File: src/rtl/pc_gen.sv
`default_nettype none
// ============================================================================
// Module   : pc_gen
// Purpose  : Fetch-stage program-counter generator. Holds the fetch PC and
//            picks the next PC by fixed priority:
//              rst > trap > PCSrc > RAS pop > stall > PC+4.
//            Every redirect target is forced to a 4-byte boundary, and
//            misaligned flags a winning target whose low bits were nonzero.
//            An optional return address stack (RAS) predicts returns.
// Macro    : PC_GEN_RAS_EN - when defined, the RAS storage and logic are
//            built. When undefined, the RAS ports are ignored and
//            ras_valid/ras_top are tied to 0. The port list is the same
//            in both builds.
// Params   : XLEN         - PC width in bits (>= 8)
//            RESET_VECTOR - PC loaded on reset (4-byte aligned)
//            RAS_DEPTH    - RAS entries (power of two, 2..16)
// Ports    : clk, rst (synchronous, active high)
//            stall, PCSrc/PCTarget, trap/trap_vec  - next-PC controls
//            ras_push/ras_push_addr, ras_pop        - RAS controls
//            PC, PCPlus4                            - fetch PC and PC+4
//            misaligned                             - redirect target flag
//            ras_valid, ras_top                     - RAS status
// Revision : 1.0 - initial parametrised release
// ============================================================================
module pc_gen #(
    parameter int              XLEN         = 32,
    parameter logic [XLEN-1:0] RESET_VECTOR = '0,
    parameter int              RAS_DEPTH    = 4
) (
    input  logic            clk,
    input  logic            rst,
    input  logic            stall,
    input  logic            PCSrc,
    input  logic [XLEN-1:0] PCTarget,
    input  logic            trap,
    input  logic [XLEN-1:0] trap_vec,
    input  logic            ras_push,
    input  logic [XLEN-1:0] ras_push_addr,
    input  logic            ras_pop,
    output logic [XLEN-1:0] PC,
    output logic [XLEN-1:0] PCPlus4,
    output logic            misaligned,
    output logic            ras_valid,
    output logic [XLEN-1:0] ras_top
);

    logic [XLEN-1:0] r_pc;
    logic [XLEN-1:0] w_pc_plus4;
    logic [XLEN-1:0] w_pc_next;
    logic [XLEN-1:0] w_target;
    logic            w_redirect;
    // A RAS pop only redirects when the stack holds an entry and no
    // higher-priority redirect is present. The same qualified pop also
    // drives the stack update, so a suppressed pop leaves the stack alone.
    logic            w_ras_take;

    assign w_pc_plus4 = r_pc + XLEN'(4);

`ifdef PC_GEN_RAS_EN
    localparam int                 c_ptr_w = (RAS_DEPTH > 1) ? $clog2(RAS_DEPTH) : 1;
    localparam logic [c_ptr_w:0]   c_depth = (c_ptr_w + 1)'(RAS_DEPTH);

    // Circular buffer. r_ptr addresses the top entry; r_cnt is the number of
    // valid entries. Once full, a push lands on the oldest entry, which is
    // exactly the slot after the top.
    logic [XLEN-1:0]    r_stack [RAS_DEPTH];
    logic [c_ptr_w-1:0] r_ptr;
    logic [c_ptr_w:0]   r_cnt;

    assign ras_valid  = (r_cnt != '0);
    assign ras_top    = ras_valid ? r_stack[r_ptr] : '0;
    assign w_ras_take = ras_pop && ras_valid && !trap && !PCSrc;

    always_ff @(posedge clk) begin
        if (rst) begin
            r_ptr <= '0;
            r_cnt <= '0;
        end else if (ras_push && w_ras_take) begin
            // Pop and push together: the return consumes the top entry and
            // the new call replaces it, so the depth does not change.
            r_stack[r_ptr] <= ras_push_addr;
        end else if (ras_push) begin
            r_stack[r_ptr + c_ptr_w'(1)] <= ras_push_addr;
            r_ptr                        <= r_ptr + c_ptr_w'(1);
            if (r_cnt != c_depth) begin
                r_cnt <= r_cnt + (c_ptr_w + 1)'(1);
            end
        end else if (w_ras_take) begin
            r_ptr <= r_ptr - c_ptr_w'(1);
            r_cnt <= r_cnt - (c_ptr_w + 1)'(1);
        end
    end
`else
    localparam int c_unused_depth = RAS_DEPTH;
    logic          w_unused_ras;

    assign w_unused_ras = ^{ras_push, ras_pop, ras_push_addr};
    assign ras_valid    = 1'b0;
    assign ras_top      = '0;
    assign w_ras_take   = 1'b0;
`endif

    always_comb begin
        w_redirect = 1'b0;
        w_target   = '0;
        w_pc_next  = w_pc_plus4;
        if (trap) begin
            w_redirect = 1'b1;
            w_target   = trap_vec;
        end else if (PCSrc) begin
            w_redirect = 1'b1;
            w_target   = PCTarget;
        end else if (w_ras_take) begin
            w_redirect = 1'b1;
            w_target   = ras_top;
        end
        // A redirect overrides stall; the low two bits are dropped.
        if (w_redirect) begin
            w_pc_next = {w_target[XLEN-1:2], 2'b00};
        end else if (stall) begin
            w_pc_next = r_pc;
        end
    end

    assign misaligned = w_redirect && (w_target[1:0] != 2'b00);

    always_ff @(posedge clk) begin
        if (rst) begin
            r_pc <= RESET_VECTOR;
        end else begin
            r_pc <= w_pc_next;
        end
    end

    assign PC      = r_pc;
    assign PCPlus4 = w_pc_plus4;

endmodule
`default_nettype wire

File: config.mk
export PLATFORM = sky130hd
export DESIGN_NAME = pc_gen
export DESIGN_NICKNAME = d
export VERILOG_FILES = /design/src/rtl/pc_gen.sv
export SDC_FILE = /design/constraint.sdc
export NUM_CORES = 1
export LEC_CHECK = 0
export BUFFER_PORTS_ARGS = -buffer_cell sky130_fd_sc_hd__buf_2
export CAP_MARGIN = 40
export CORE_ASPECT_RATIO = 1.5
export CORE_MARGIN = 8
export CORE_UTILIZATION = 30
export CTS_CLUSTER_DIAMETER = 80
export DETAILED_ROUTE_END_ITERATION = 10
export PLACE_DENSITY = 0.66
export SLEW_MARGIN = 20
export SYNTH_ARGS = -nofsm -noshare
export SYNTH_HDL_FRONTEND = slang
export SYNTH_SLANG_ARGS = --single-unit
File: constraint.sdc
create_clock -name clk -period 3.3 [get_ports clk]
set_input_delay 0 -clock clk [delete_from_list [all_inputs] [get_ports clk]]
set_output_delay 0 -clock clk [all_outputs]
set_load 0.005 [all_outputs]
## Word-level counts from Yosys, hierarchy flattened

Cells that the tools add are included.

| cells by class | value |
|---|---|
| multiplexer cells | 6 |
| reduce and logical (&&, ||, !) cells | 3 |
| equal/unequal tests | 1 |
| add/sub/neg operators | 1 |

Operator list:

| operator | number |
|---|---|
| $mux W32 | 4 |
| $add A32 B3 Y32 const B | 1 |
| $mux W1 | 2 |
| $ne A2 B1 Y1 const B | 1 |
| $reduce_bool A2 Y1 | 1 |
| $reduce_or A2 Y1 | 1 |
| $logic_and A1 B1 Y1 | 1 |

| word-level totals | value |
|---|---|
| output and inout port bits | 98 |
| register bits | 32 |

## Longest topological paths before layout

| depth | value |
|---|---|
| depth after elaboration | 4 |
| mapped depth | 7 |
| mapped depth without buffers | 6 |

## Worst setup path before layout

No wires, ideal clock.

| timing | value |
|---|---|
| path type | register -> register |
| start point | register r_pc[2] (netlist: PC[2]) |
| end point | register r_pc[12] (netlist: PC[12]) |
| path slack | 1.557 ns |
| arrival | 1.657 ns |
| stages on the path, launching flop included | 7 |
| period minus slack after synthesis | 1.743 ns |
| buffers on the path | 0 |
| cell sequence | dfxtp_1 > ha_1 > nand3_2 > or3_4 > nor3_2 > xnor2_1 > a211oi_1 |

| between the ends | value |
|---|---|
| longest elaborated chain between the ends | 3 |

RTL lines:

| item | RTL line | RTL |
|---|---|---|
| start, declared | 47 | `logic [XLEN-1:0] r_pc;` |
| start signal, assigned | 131 | `r_pc <= w_pc_next;` |
| $add A32 B3 Y32 | 57 | `assign w_pc_plus4 = r_pc + XLEN'(4);` |
| $mux W32 | 120 | `end else if (stall) begin` |
| $mux W32 | 118 | `if (w_redirect) begin` |

Every way passes these cells. The select of a mux whose other input is x is not followed.
A chain may end at the register's enable or synchronous reset.

## Final worst setup path

| timing | value |
|---|---|
| start point | register r_pc[4] (netlist: PC[4]) |
| end point | register r_pc[9] (netlist: PC[9]) |

The elaborated chain is that of the path after synthesis.

==> summary.txt <==
Die
  – Ports: roughly 200
  – Die area: 11,770 µm²
  – Initial core utilization: between 30% and 40%
  – Height of the die: about 130 µm
  – Core Rows: 41
  – Core area: about 8400 µm²
  – Die X: slightly above 90 µm

STA
  – Slew headroom: between 50% and 60%
  – Setup TNS: 0 ns
  – Final setup skew: about 0.004 ns
  – Worst setup margin: 0.9019 ns
  – Fmax: 0.4170 GHz
  – Part of the cycle the worst path needs: 72.67%
  – Final setup vio count: 0
  – Worst slew pin tran: 0.7306 ns
  – Max-slew violation count: 0
  – RSZ-0062 raised after global routing: no
  – Final Hold Fails: 0
  – Crit path time final: around 2.4 ns

Drt
  – Via count: between 2,000 and 3,000
  – Vias per cell: around 4.9
  – Post-Route WL: between 9000 and 10,000 µm
  – Antenna violation net count after detailed routing: 0
  – Number of remaining DRC errors: 0
  – Wire per inst: between 15 and 20 µm
  – Total iterations of the first detailed-routing run: 5
  – Initial drt markers: ~110

CTS
  – CTS resizes: 0
  – CTS tree: yes
  – Root buffer cell: clkbuf_16
  – Post-CTS setup buffer count: 0
  – TritonCTS Sinks: 30
  – Cts bufs inserted: 5
  – Worst-path clk slew: ~0.050 ns
  – Worst skew pair latency: roughly 0.27 ns
  – Hold buffer count at cts: 9
  – Htree depth: 2
  – Maximum clock path buffer count: 2

Final layout
  – Final instance area: 3358 µm²
  – Filler cells: 917
  – Most common cell after layout, fill and taps aside: buf_2
  – P&R area growth vs syn: 31.70%
  – Ant diodes: 0
  – Flip-flop count of the largest register after layout: 30
  – Final Core Density: approximately 40%
  – Layout cells sized above 1: between 30% and 40%
  – Most frequent cells in the layout: buf_2 (129), conb_1 (37), dfxtp_1 (30), a21oi_1 (30)
  – Nets: between 500 and 600

Synthesis
  – Synth Area per Inst: about 7.5 µm²
  – Ys Warns: 0
  – Yosys cell types: 40
  – FFs w/ async S/R, synth: 0%
  – Prevailing post-synth register cell: dfxtp_1
  – Cells after synthesis: between 300 and 400
  – Seq/Total Area, Yosys: 23.55%
  – #FFs+latches synth: 30
  – Post-synth EDFFs: 0
  – Syn Std Cell Area: between 2000 and 3000 µm²

Global route
  – Gr usage total: 15.52%
  – First-pass GRT wire length: roughly 15,000 µm
  – Residual overflow from global routing: 0
  – Vias in the first global route: ~2,900
  – Largest net degree at the start of global routing: 33
  – Initial antenna violation count: 0

Setup path
  – Crit path buffers/inverters: 1
  – Worst EP arrival: between 2 and 3 ns
  – CP Max Fanout: 6
  – Slowest stage delay, CP: between 0.5 and 0.6 ns
  – CP cell instances: nand4_1, nor3_1, xnor2_1, a222oi_1, dlygate4sd3_1, nor2_1
  – Largest delay contributor family on the critical path: simple AND/OR/NAND/NOR gates
  – CP startpoint kind: register
  – CP Class: reg -> reg
  – Worst reg-to-reg setup slack: roughly 0.9 ns
  – CP required: 3.44 ns
  – CP endpoint kind: register
  – Slowest CP cell: dlygate4sd3_1

Placement
  – Gpl congestion: slightly above 0.8
  – Input/output buffers: about 130
  – Pre-CTS setup slack: 1.107 ns
  – Placed Area: 3120 µm²
  – Final HPWL DP: 7468 µm

Power and ir drop
  – VDD IR max: 0.2122 mV
  – Leakage: 1.535 nW
  – Power Total: between 1 and 1.5 mW
  – Power per cell area: around 350 nW/µm²

Worst hold path
  – Hold WC Path Type: in -> reg

Run status
  – Outcome: complete, no violations

Run
  – Max-Cap Viols: 0
==> worst min-delay path, delay by kind of cell <==
| kind | cells | cell delay [ns] |
|---|---|---|
| buffers and inverters | 1 | 0.10 |
| and+or+nand+nor | 1 | 0.05 |
| AOI/OAI and AO/OA | 1 | 0.07 |
==> final cells by class <==
cell class                      instances  area, µm²  share of cell area [%]
Clock buffer                            7      142.6                   4.247
Clock inverter                          1      5.005                  0.1490
Inverter                                8      30.03                  0.8942
Multi-Input combinational cell        278       1688                   50.26
Sequential cell                        30      600.6                   17.88
Tap cell                              107      133.9                   3.987
Timing Repair Buffer                  141      758.2                   22.58
==> kinds of logic after synthesis <==
family,count (synthesis),synth area share [%]
and+or+nand+nor,119,25.86
xor gates and xnor gates,42,14.43
other,1,0.1471
AOI/OAI and AO/OA,76,18.79
DFF,30,23.55
buffers and inverters,66,15.55
adders and majority gates,1,0.4906
muxes,3,1.178
==> path summary, 6_finish.rpt <==
path	start	end	cells past startpoint
worst min-delay path	trap_vec[6]	PC[6]	3
worst max register to register	PC[4]	PC[9]	6
worst min register to register	PC[31]	PC[31]	2
worst max-delay path	PC[4]	PC[9]	6
==> power breakdown <==
part | switching (mW) | internal, mW | leakage [nW]
combinational | 0.138 | 0.126 | 1.21
clock | 0.165 | 0.299 | 0.0739
sequential | 0.0479 | 0.389 | 0.249
==> per-stage QoR <==
stage                     instances  hold slack (ns)
after floorplan                 374           0.1260
after global placement          555           0.2387
after detailed placement        555           0.2439
after CTS                       572         0.001354
after global routing            572          0.01818
final                           572         0.002946
==> synth_stat cells (3+ instances only) <==
cell / n / share of area (%)
a211oi_1: 5 / 1.5
a21oi_1: 30 / 5.9
a22oi_1: 3 / 0.88
and3_1: 4 / 0.98
buf_4: 37 / 11
clkbuf_1: 18 / 2.6
dfxtp_1: 30 / 24
inv_1: 7 / 1.0
mux2i_1: 3 / 1.2
nand2_1: 29 / 4.3
nand3_1: 28 / 5.5
nand4_1: 10 / 2.5
nor2_1: 20 / 2.9
nor3_1: 7 / 1.4
nor3_2: 3 / 1.2
nor4_1: 3 / 0.74
o21ai_0: 10 / 2.0
o22ai_1: 10 / 2.5
o2bb2ai_1: 15 / 5.2
xnor2_1: 29 / 10
xor2_1: 13 / 4.5
==> metal layers <==
metal  routed length, µm  up-vias  global-route usage (%)
met5                   0        -                       0
met4                 212        0                   6.486
met3                 727       13                   3.846
met2                4909      147                   28.28
met1                3755     1294                   16.61
li1                    -     1377                       -
Power figures use the tool's default switching activity.
